$ cat src/rtl/ifetch_unit.sv
// Instruction fetch stage: holds the PC, fetches over a req/ack handshake,
// presents the word to decode and forms the next PC from NPCOp/IMM/RA.
// Optional feature macro: IFETCH_ALIGN_CHECK_EN
//   defined   - a misaligned next PC traps into S_ERR with sticky addr_err
//   undefined - next PC low bits are forced to 2'b00, addr_err tied to 0
//
// state   | meaning
// --------+----------------------------------------------------------
// S_IDLE  | dead cycle after reset, no request
// S_REQ   | imem_req high at imem_addr=pc, waiting for imem_ack
// S_VALID | instr/pc presented to decode, waiting for instr_ready
// S_ERR   | misaligned next PC trapped, no requests until rst
module ifetch_unit #(
    parameter int                ADDR_W   = 32,
    parameter logic [ADDR_W-1:0] RESET_PC = 32'h0000_3000
) (
    input  logic              clk,
    input  logic              rst,
    output logic              imem_req,
    output logic [ADDR_W-1:0] imem_addr,
    input  logic              imem_ack,
    input  logic [31:0]       imem_rdata,
    output logic [31:0]       instr,
    output logic [ADDR_W-1:0] pc,
    output logic              instr_valid,
    input  logic              instr_ready,
    input  logic [1:0]        NPCOp,
    input  logic [25:0]       IMM,
    input  logic [31:0]       RA,
    output logic              addr_err
);

    typedef enum logic [1:0] {
        S_IDLE  = 2'd0,
        S_REQ   = 2'd1,
        S_VALID = 2'd2,
        S_ERR   = 2'd3
    } state_t;

    localparam logic [1:0] OP_PLUS4  = 2'b00;
    localparam logic [1:0] OP_BRANCH = 2'b01;
    localparam logic [1:0] OP_JUMP   = 2'b10;

    state_t            state_q, state_d;
    logic [ADDR_W-1:0] pc_q, pc_d;
    logic [31:0]       instr_q, instr_d;
    logic [ADDR_W-1:0] p4, br_off, npc;

`ifdef IFETCH_ALIGN_CHECK_EN
    logic addr_err_q, addr_err_d;
`endif

    // Next-PC arithmetic; wraps modulo 2^ADDR_W without any error.
    always_comb begin
        p4     = pc_q + ADDR_W'(4);
        br_off = ADDR_W'({{14{IMM[15]}}, IMM[15:0], 2'b00});
        npc    = p4;
        case (NPCOp)
            OP_PLUS4:  npc = p4;
            OP_BRANCH: npc = p4 + br_off;
            OP_JUMP: begin
                npc        = p4;
                npc[27:0]  = {IMM, 2'b00};
            end
            default:   npc = ADDR_W'(RA);
        endcase
    end

    // Next-state and datapath updates for the fetch FSM.
    always_comb begin
        state_d = state_q;
        pc_d    = pc_q;
        instr_d = instr_q;
`ifdef IFETCH_ALIGN_CHECK_EN
        addr_err_d = addr_err_q;
`endif
        case (state_q)
            S_IDLE: state_d = S_REQ;
            S_REQ: begin
                if (imem_ack) begin
                    instr_d = imem_rdata;
                    state_d = S_VALID;
                end
            end
            S_VALID: begin
                if (instr_ready) begin
`ifdef IFETCH_ALIGN_CHECK_EN
                    if (npc[1:0] != 2'b00) begin
                        addr_err_d = 1'b1;
                        state_d    = S_ERR;
                    end else begin
                        pc_d    = npc;
                        state_d = S_REQ;
                    end
`else
                    pc_d    = npc & ~ADDR_W'(3);
                    state_d = S_REQ;
`endif
                end
            end
            S_ERR:   state_d = S_ERR;
            default: state_d = S_IDLE;
        endcase
    end

    // State and datapath registers; synchronous reset abandons any request.
    always_ff @(posedge clk) begin
        if (rst) begin
            state_q <= S_IDLE;
            pc_q    <= RESET_PC;
            instr_q <= '0;
        end else begin
            state_q <= state_d;
            pc_q    <= pc_d;
            instr_q <= instr_d;
        end
    end

`ifdef IFETCH_ALIGN_CHECK_EN
    // Sticky misalignment flag, cleared only by reset.
    always_ff @(posedge clk) begin
        if (rst) addr_err_q <= 1'b0;
        else     addr_err_q <= addr_err_d;
    end
    assign addr_err = addr_err_q;
`else
    assign addr_err = 1'b0;
`endif

    assign imem_req    = (state_q == S_REQ);
    assign imem_addr   = pc_q;
    assign instr_valid = (state_q == S_VALID);
    assign instr       = instr_q;
    assign pc          = pc_q;

endmodule

$ cat config.mk
export PLATFORM = sky130hd
export DESIGN_NAME = ifetch_unit
export DESIGN_NICKNAME = d
export VERILOG_FILES = /design/src/rtl/ifetch_unit.sv
export SDC_FILE = /design/constraint.sdc
export NUM_CORES = 1
export LEC_CHECK = 0
export ABC_AREA = 0
export BUFFER_PORTS_ARGS = -buffer_cell sky130_fd_sc_hd__buf_2
export CELL_PAD_IN_SITES_DETAIL_PLACEMENT = 1
export CELL_PAD_IN_SITES_GLOBAL_PLACEMENT = 1
export CORE_MARGIN = 2
export CORE_UTILIZATION = 30
export DETAILED_ROUTE_END_ITERATION = 8
export PLACE_DENSITY_LB_ADDON = 0.1
export SLEW_MARGIN = 0
export SYNTH_ARGS = -nofsm -noshare
export SYNTH_HDL_FRONTEND = slang
export SYNTH_SLANG_ARGS = --single-unit
$ cat constraint.sdc
create_clock -name clk -period 3.87 [get_ports clk]
set_input_delay 0.1935 -clock clk [delete_from_list [all_inputs] [get_ports clk]]
set_output_delay 0.1935 -clock clk [all_outputs]
set_load 0.01 [all_outputs]
==> summary.txt, run 1 <==
Drt
  • Vias: 6346
  • Initial DRC count: 359
  • DR top layer: met4
  • Drt total wl: 23700 um
  • Met2 WL: 11100 um
  • DRC violations left: 0
  • DRT antenna net count: 0
  • Routed met1 length: 10500 um
  • Drt wl/cell: 20.0 um
  • Met3 routed WL: 1530 um
  • Vias per cell: 5.36
  • 1st-pass router iterations: 4

Critical path
  • Worst-path cell chain: ha_1 > and4_2 > and3_1 > nand3_1 > xnor2_2 > ha_2 > buf_4 > a21o_1 > a21o_1 > a21oi_1 > nor2_1 > a2111oi_2 > o22ai_2 > o21a_1 > a2111oi_2
  • Setup crit end kind: flop
  • Crit Path Class: flop to flop
  • CP Max Fanout: 5
  • Crit-path max cell delay: 370 ps
  • Required @ worst endpoint: 4120 ps
  • Startpoint types: flop
  • CP max stage cell: a2111oi_2
  • Crit path DAT: 3930 ps

Clocking
  • CTS hold repair buffers: 0
  • CTS buffer count: 9
  • Root Driver: clkbuf_16
  • CTS Sinks: 64
  • Htree depth: 3
  • Clock latency on the worst-skew pair: 360 ps
  • Clock slew at reported path FFs: 70 ps
  • Post-CTS setup repair buffer count: 0
  • CTS tree: yes
  • Largest buffer count on any clock path: 2

Synth
  • Sequential area share after synthesis: 0.223
  • Synth Register Bits: 64
  • Top cells by count, synth: nand2_1 (120), a21oi_1 (79), nor2_1 (67)
  • Post-synth top flop: dfxtp_1
  • Synth Cell Area: 5760 um2
  • Top-area cell type share of the netlist area: 0.223
  • Most instantiated library cell after synthesis: nand2_1
  • Yosys cell types: 82
  • Top cells by area, synth: dfxtp_1 (22%), nand2_1 (7.8%), ha_1 (7.4%)
  • Ys async rst share: 0
  • Post-synthesis area per instance: 7.61 um2
  • Number of synthesized flops with an enable pin: 0
  • YS warnings: 0
  • Cells after Synth: 756
  • Largest area contributor in the synthesized netlist: dfxtp_1

Layout
  • Final Core Density: 0.400
  • Layout Nets: 1076
  • Post-route insts no fill: 1185
  • Synth-to-Final Area Change: 30.5%
  • Share of layout cells above drive strength 1: 0.335

Placement
  • RePlAce Congestion: 0.893
  • # port buffers: 187
  • Placed wire-length estimate: 18400 um
  • # placed instances: 1168

STA
  • Fmax: 0.271 GHz
  • Min Tclk post-route: 3680 ps
  • Max_slew headroom: 0.470
  • Slew @ Worst Pin: 792 ps
  • Final max-slew violation count: 0
  • Final period utilization: 0.952
  • Clock skew: 12.2 ps
  • Fin Hold WS: 71.6 ps
  • Setup violators final: 0
  • Hold violation count in the final report: 0

Floorplan
  • Die area: 20300 um2
  • Core Region: 18800 um2
  • I/O Pins: 195
  • Starting density of the core: 0.307
  • Die W: 143 um
  • Die span in y: 143 um
  • Row Count: 50

Global route
  • Pin count of the biggest net entering global routing: 50
  • Gr ovfl total: 0
  • First-pass GRT wire length: 36100 um
  • Vias in the first global route: 6489
  • Initial antenna violation count: 0
  • Total GRT Usage: 0.230

Power
  • Total power: 2.25 mW
  • Worst vdd rail ir drop: 0.183 mV
  • PD cells: 300 nW/um2
  • Lkg Pwr: 3.50 nW

Run status
  • Status: finished clean

Run
  • Max_cap viols: 0

Hold path
  • Hold crit path type: input port to flop
-- cells in the final DEF (no fill, tap or decap), drive strengths merged, types with 4 or more instances in the layout --
cell     count
o2111ai      4
and4         5
nor2        67
ha          34
nand2b       6
xor2        15
nor2b        9
nand3       19
dfxtp       64
nand4       12
and3         7
a21oi       81
o21a        10
o21ai       25
a211oi       7
nor3        25
o211ai       5
conb         5
o311ai       4
clkbuf       9
inv         19
o21bai       6
a2111oi      5
mux4        10
and2         5
or3          5
a21o         9
nor4         6
mux2         5
xnor2       27
mux2i       16
a31oi        6
buf        249
nand2      121
-- cell type report --
| class | count | area [um2] |
|---|---|---|
| Antenna cell | 1 | 2.50 |
| Sequential cell | 64 | 1280 |
| Clock inverter | 7 | 128 |
| Fill cell | 2346 | 11300 |
| Timing Repair Buffer | 249 | 1400 |
| Multi-Input combinational cell | 604 | 4120 |
| Inverter | 17 | 63.8 |
| Clock buffer | 9 | 225 |
| Tap cell | 234 | 293 |
-- final timing paths --
kind                                  start                          to  slack, ps  depth (start not counted)
setup reg to reg  imem_addr[3]$_SDFFE_PP0P_  imem_addr[31]$_SDFFE_PP0P_        190                         15
hold reg to reg       instr[0]$_SDFFE_PP0P_       instr[0]$_SDFFE_PP0P_        450                          2
hold / removal                imem_rdata[0]       instr[0]$_SDFFE_PP0P_         70                          3
setup / recovery  imem_addr[3]$_SDFFE_PP0P_  imem_addr[31]$_SDFFE_PP0P_        190                         15
-- per-stage QoR --
stage          area [um2]  setup slack [ps]  TNS (ps)
2_1_floorplan        5770               483         0
3_5_place_dp         7040              -172      -172
5_1_grt              7510             -26.9     -26.9
4_1_cts              7420              2.50         0
6_report             7510               185         0
3_3_place_gp         7040             -5.84     -5.84
-- per-layer routing --
| layer | global-route usage | vias to the layer above |
|---|---|---|
| met5 | 0 | - |
| met4 | 0.0745 | 0 |
| met3 | 0.0303 | 31 |
| met2 | 0.387 | 202 |
| met1 | 0.305 | 3052 |
| li1 | - | 3061 |
-- repair_timing --
item                       CTS  global route
resized for setup            4            21
setup endpoints to repair    1            10
pin swaps                    0             2
-- worst max-delay path, delay by kind of cell (launching register included) --
kind | cells | cell delay (ps)
compound gates | 7 | 1460
simple gates | 4 | 840
fa+ha+maj | 2 | 550
flops | 1 | 360
xor+xnor | 1 | 220
buf+inv | 1 | 160
-- state kept, by name, summed over array words and instances (netlist names) --
signal,cells
state_q,2
imem_addr,30
instr,32
-- power by group --
part	internal [mW]	switching, mW
Clock	0.639	0.368
Combinational	0.228	0.312
Sequential	0.686	0.0188
-- cell families after synthesis --
kind of cell / Yosys count / share of synthesized area
AND/OR/NAND/NOR: 297 / 0.246
adder cells (fa/ha/maj): 35 / 0.0774
flip-flops: 64 / 0.223
AO/OA/AOI/OAI: 194 / 0.224
buffers and inverters: 92 / 0.0850
multiplexers: 31 / 0.0767
XOR/XNOR: 42 / 0.0672
other: 1 / 0.000652
(Power assumes the default switching activity.)
==> inputs of run 2 (changes only) <==
- RECOVER_POWER: default -> 50
==> run 2 against run 1 <==
Sequential share of layout area rose by 0.31 points. Critical endpoint unchanged. Power fell by 0.49%. Via count fell by 0.16%. Highest routed layer unchanged. Clock power barely moved.
==> summary.txt, run 2 (synthesized netlist as in run 1, its figures left out) <==
Power
  • Worst vdd rail ir drop: 0.171 mV (-7.0%)
  • PD cells: 304 nW/um2 (+1.3%)
  • Clock network fraction of total power: 0.449 (+0.002)
  • Switching part of the total: 0.312 (+0.00154)
  • Lkg Pwr: 3.20 nW (-8.6%)
  • P_sw: 0.699 mW (about the same)
  • Reg power frac: 0.315 (+0.002)
  • Gate power share: 0.236 (-0.004)
  • Internal Power: 1.54 mW (-0.71%)

Layout
  • Synth-to-Final Area Change: 28.2%
  • Max reg flops: 32 (unchanged)
  • Most common cell after layout, fill and taps aside: buf_2
  • Fill cells: 2382 (+1.5%)
  • Final Core Density: 0.393 (-0.00713)
  • Layout Nets: 1076 (unchanged)
  • Share of layout cells above drive strength 1: 0.258 (-0.0768)
  • Most frequent cells in the layout: buf_2 (130), nand2_1 (120), a21oi_1 (77)
  • Antenna cells: 0 (-1)

Critical path
  • Crit-path max cell delay: 370 ps (about the same)
  • Crit path DAT: 3970 ps (+40 ps)
  • Worst-path cell chain: ha_1 > and4_2 > and3_1 > nand3_1 > xnor2_2 > ha_2 > buf_4 > a21o_1 > a21o_1 > a21oi_1 > nor2_1 > a2111oi_2 > o22ai_2 > o21a_1 > a2111oi_2
  • Startpoint types: flop
  • Required @ worst endpoint: 4110 ps (about the same)
  • Reg2reg setup slack: 150 ps (-40 ps)
  • Number of buffers and inverters on the critical path: 1 (unchanged)
  • CP delay by family, top: compound AO/OA/AOI/OAI gates
  • Crit Path Class: flop to flop
  • CP Max Fanout: 5 (unchanged)
  • CP max stage cell: a2111oi_2
  • Setup crit end kind: flop

STA
  • Fin Setup TNS: 0 ps (unchanged)
  • Final setup margin: 148 ps (-37.4 ps)
  • Hold violation count in the final report: 0 (unchanged)
  • Final max-slew violation count: 0 (unchanged)
  • Min Tclk post-route: 3720 ps (+37.4 ps)
  • Max_slew headroom: 0.489 (+0.0187)
  • Clock skew: 11.2 ps (-0.970 ps)
  • Final period utilization: 0.962 (+0.00966)
  • Setup violators final: 0 (unchanged)
  • Slew @ Worst Pin: 764 ps (-27.9 ps)
  • Fmax: 0.269 GHz (-1.0%)

Floorplan
  • Die area: 20300 um2 (unchanged)
  • Starting density of the core: 0.307 (unchanged)
  • Core Region: 18800 um2 (unchanged)
  • Row Count: 50 (unchanged)
  • Die W: 143 um (unchanged)
  • I/O Pins: 195 (unchanged)
  • Die span in y: 143 um (unchanged)

Drt
  • Drt total wl: 23800 um (+0.46%)
  • Drt wl/cell: 20.1 um (+0.54%)
  • Vias: 6336 (-0.16%)
  • Vias per cell: 5.35 (about the same)
  • DRT antenna net count: 0 (unchanged)
  • Initial DRC count: 333 (-7.2%)
  • 1st-pass router iterations: 4 (unchanged)
  • DRC violations left: 0 (unchanged)

Placement
  • RePlAce Congestion: 0.893 (unchanged)
  • # port buffers: 187 (unchanged)
  • Setup WS pre-CTS: -172 ps (unchanged)
  • Placed wire-length estimate: 18400 um (unchanged)

Hold path
  • Hold crit path type: input port to flop

Global route
  • Pin count of the biggest net entering global routing: 50 (unchanged)
  • First-pass GRT wire length: 36100 um (unchanged)
  • Gr ovfl total: 0 (unchanged)
  • Vias in the first global route: 6489 (unchanged)
  • Initial antenna violation count: 0 (unchanged)
  • Total GRT Usage: 0.230 (unchanged)

Clocking
  • CTS Sinks: 64 (unchanged)
  • CTS hold repair buffers: 0 (unchanged)
  • Root Driver: clkbuf_16
  • Htree depth: 3 (unchanged)
  • CTS buffer count: 9 (unchanged)
  • Clock latency on the worst-skew pair: 350 ps (about the same)
  • Largest buffer count on any clock path: 2 (unchanged)
  • CTS tree: yes
  • Clock slew at reported path FFs: 70 ps (about the same)

Run status
  • Status: finished clean

Run
  • Max_cap viols: 0 (unchanged)
[run 2: power groups by stage]
stage,sequential (mW),combinational (mW),clock [mW]
after floorplan,0.736,0.306,0
after global placement,0.718,0.520,0
after detailed placement,0.720,0.531,0
after CTS,0.705,0.534,1.02
after global routing,0.710,0.582,1.05
final,0.706,0.530,1.01
[run 2: layout make-up]
type	count	area [um2]	area share
multi-input combinational	604	4120	0.558
sequential	64	1280	0.174
timing repair buffer	249	1270	0.172
tap	234	293	0.0397
clock buffer	9	225	0.0305
clock inverter	7	128	0.0173
inverter	17	63.8	0.00865
[run 2: what timing repair did]
action,in CTS,in global routing
setup endpoints to repair,1,10
buffers inserted,0,0
pin swaps,0,2
gates resized for setup,4,21
[run 2: layer usage]
layer / global-route usage / vias up / part of all wire
li1: - / 3061 / -
met1: 0.305 / 3077 / 0.46
met2: 0.387 / 167 / 0.47
met3: 0.0303 / 31 / 0.044
met4: 0.0745 / 0 / 0.024
met5: 0 / - / 0
[run 2: path summary, 6_finish.rpt]
| kind | start | end | cells past startpoint |
|---|---|---|---|
| worst max-delay path | imem_addr[3]$_SDFFE_PP0P_ | imem_addr[31]$_SDFFE_PP0P_ | 15 |
| worst min-delay path | imem_rdata[0] | instr[0]$_SDFFE_PP0P_ | 3 |
| worst max register to register | imem_addr[3]$_SDFFE_PP0P_ | imem_addr[31]$_SDFFE_PP0P_ | 15 |
| worst min register to register | instr[0]$_SDFFE_PP0P_ | instr[0]$_SDFFE_PP0P_ | 2 |
[run 2: worst min-delay path: stages]
cell	delay [ps]
buf_2	90
nand2_1	50
a21oi_1	50
[run 2: per-stage QoR]
step | cell area [um2] | cells | hold slack [ps] | total power, mW
floorplan | 5770 | 760 | 329 | 1.04
global placement | 7040 | 1168 | 435 | 1.24
detailed placement | 7040 | 1168 | 443 | 1.25
CTS | 7420 | 1184 | 65.9 | 2.26
global route | 7380 | 1184 | 86.6 | 2.34
finish | 7380 | 1184 | 70.5 | 2.24
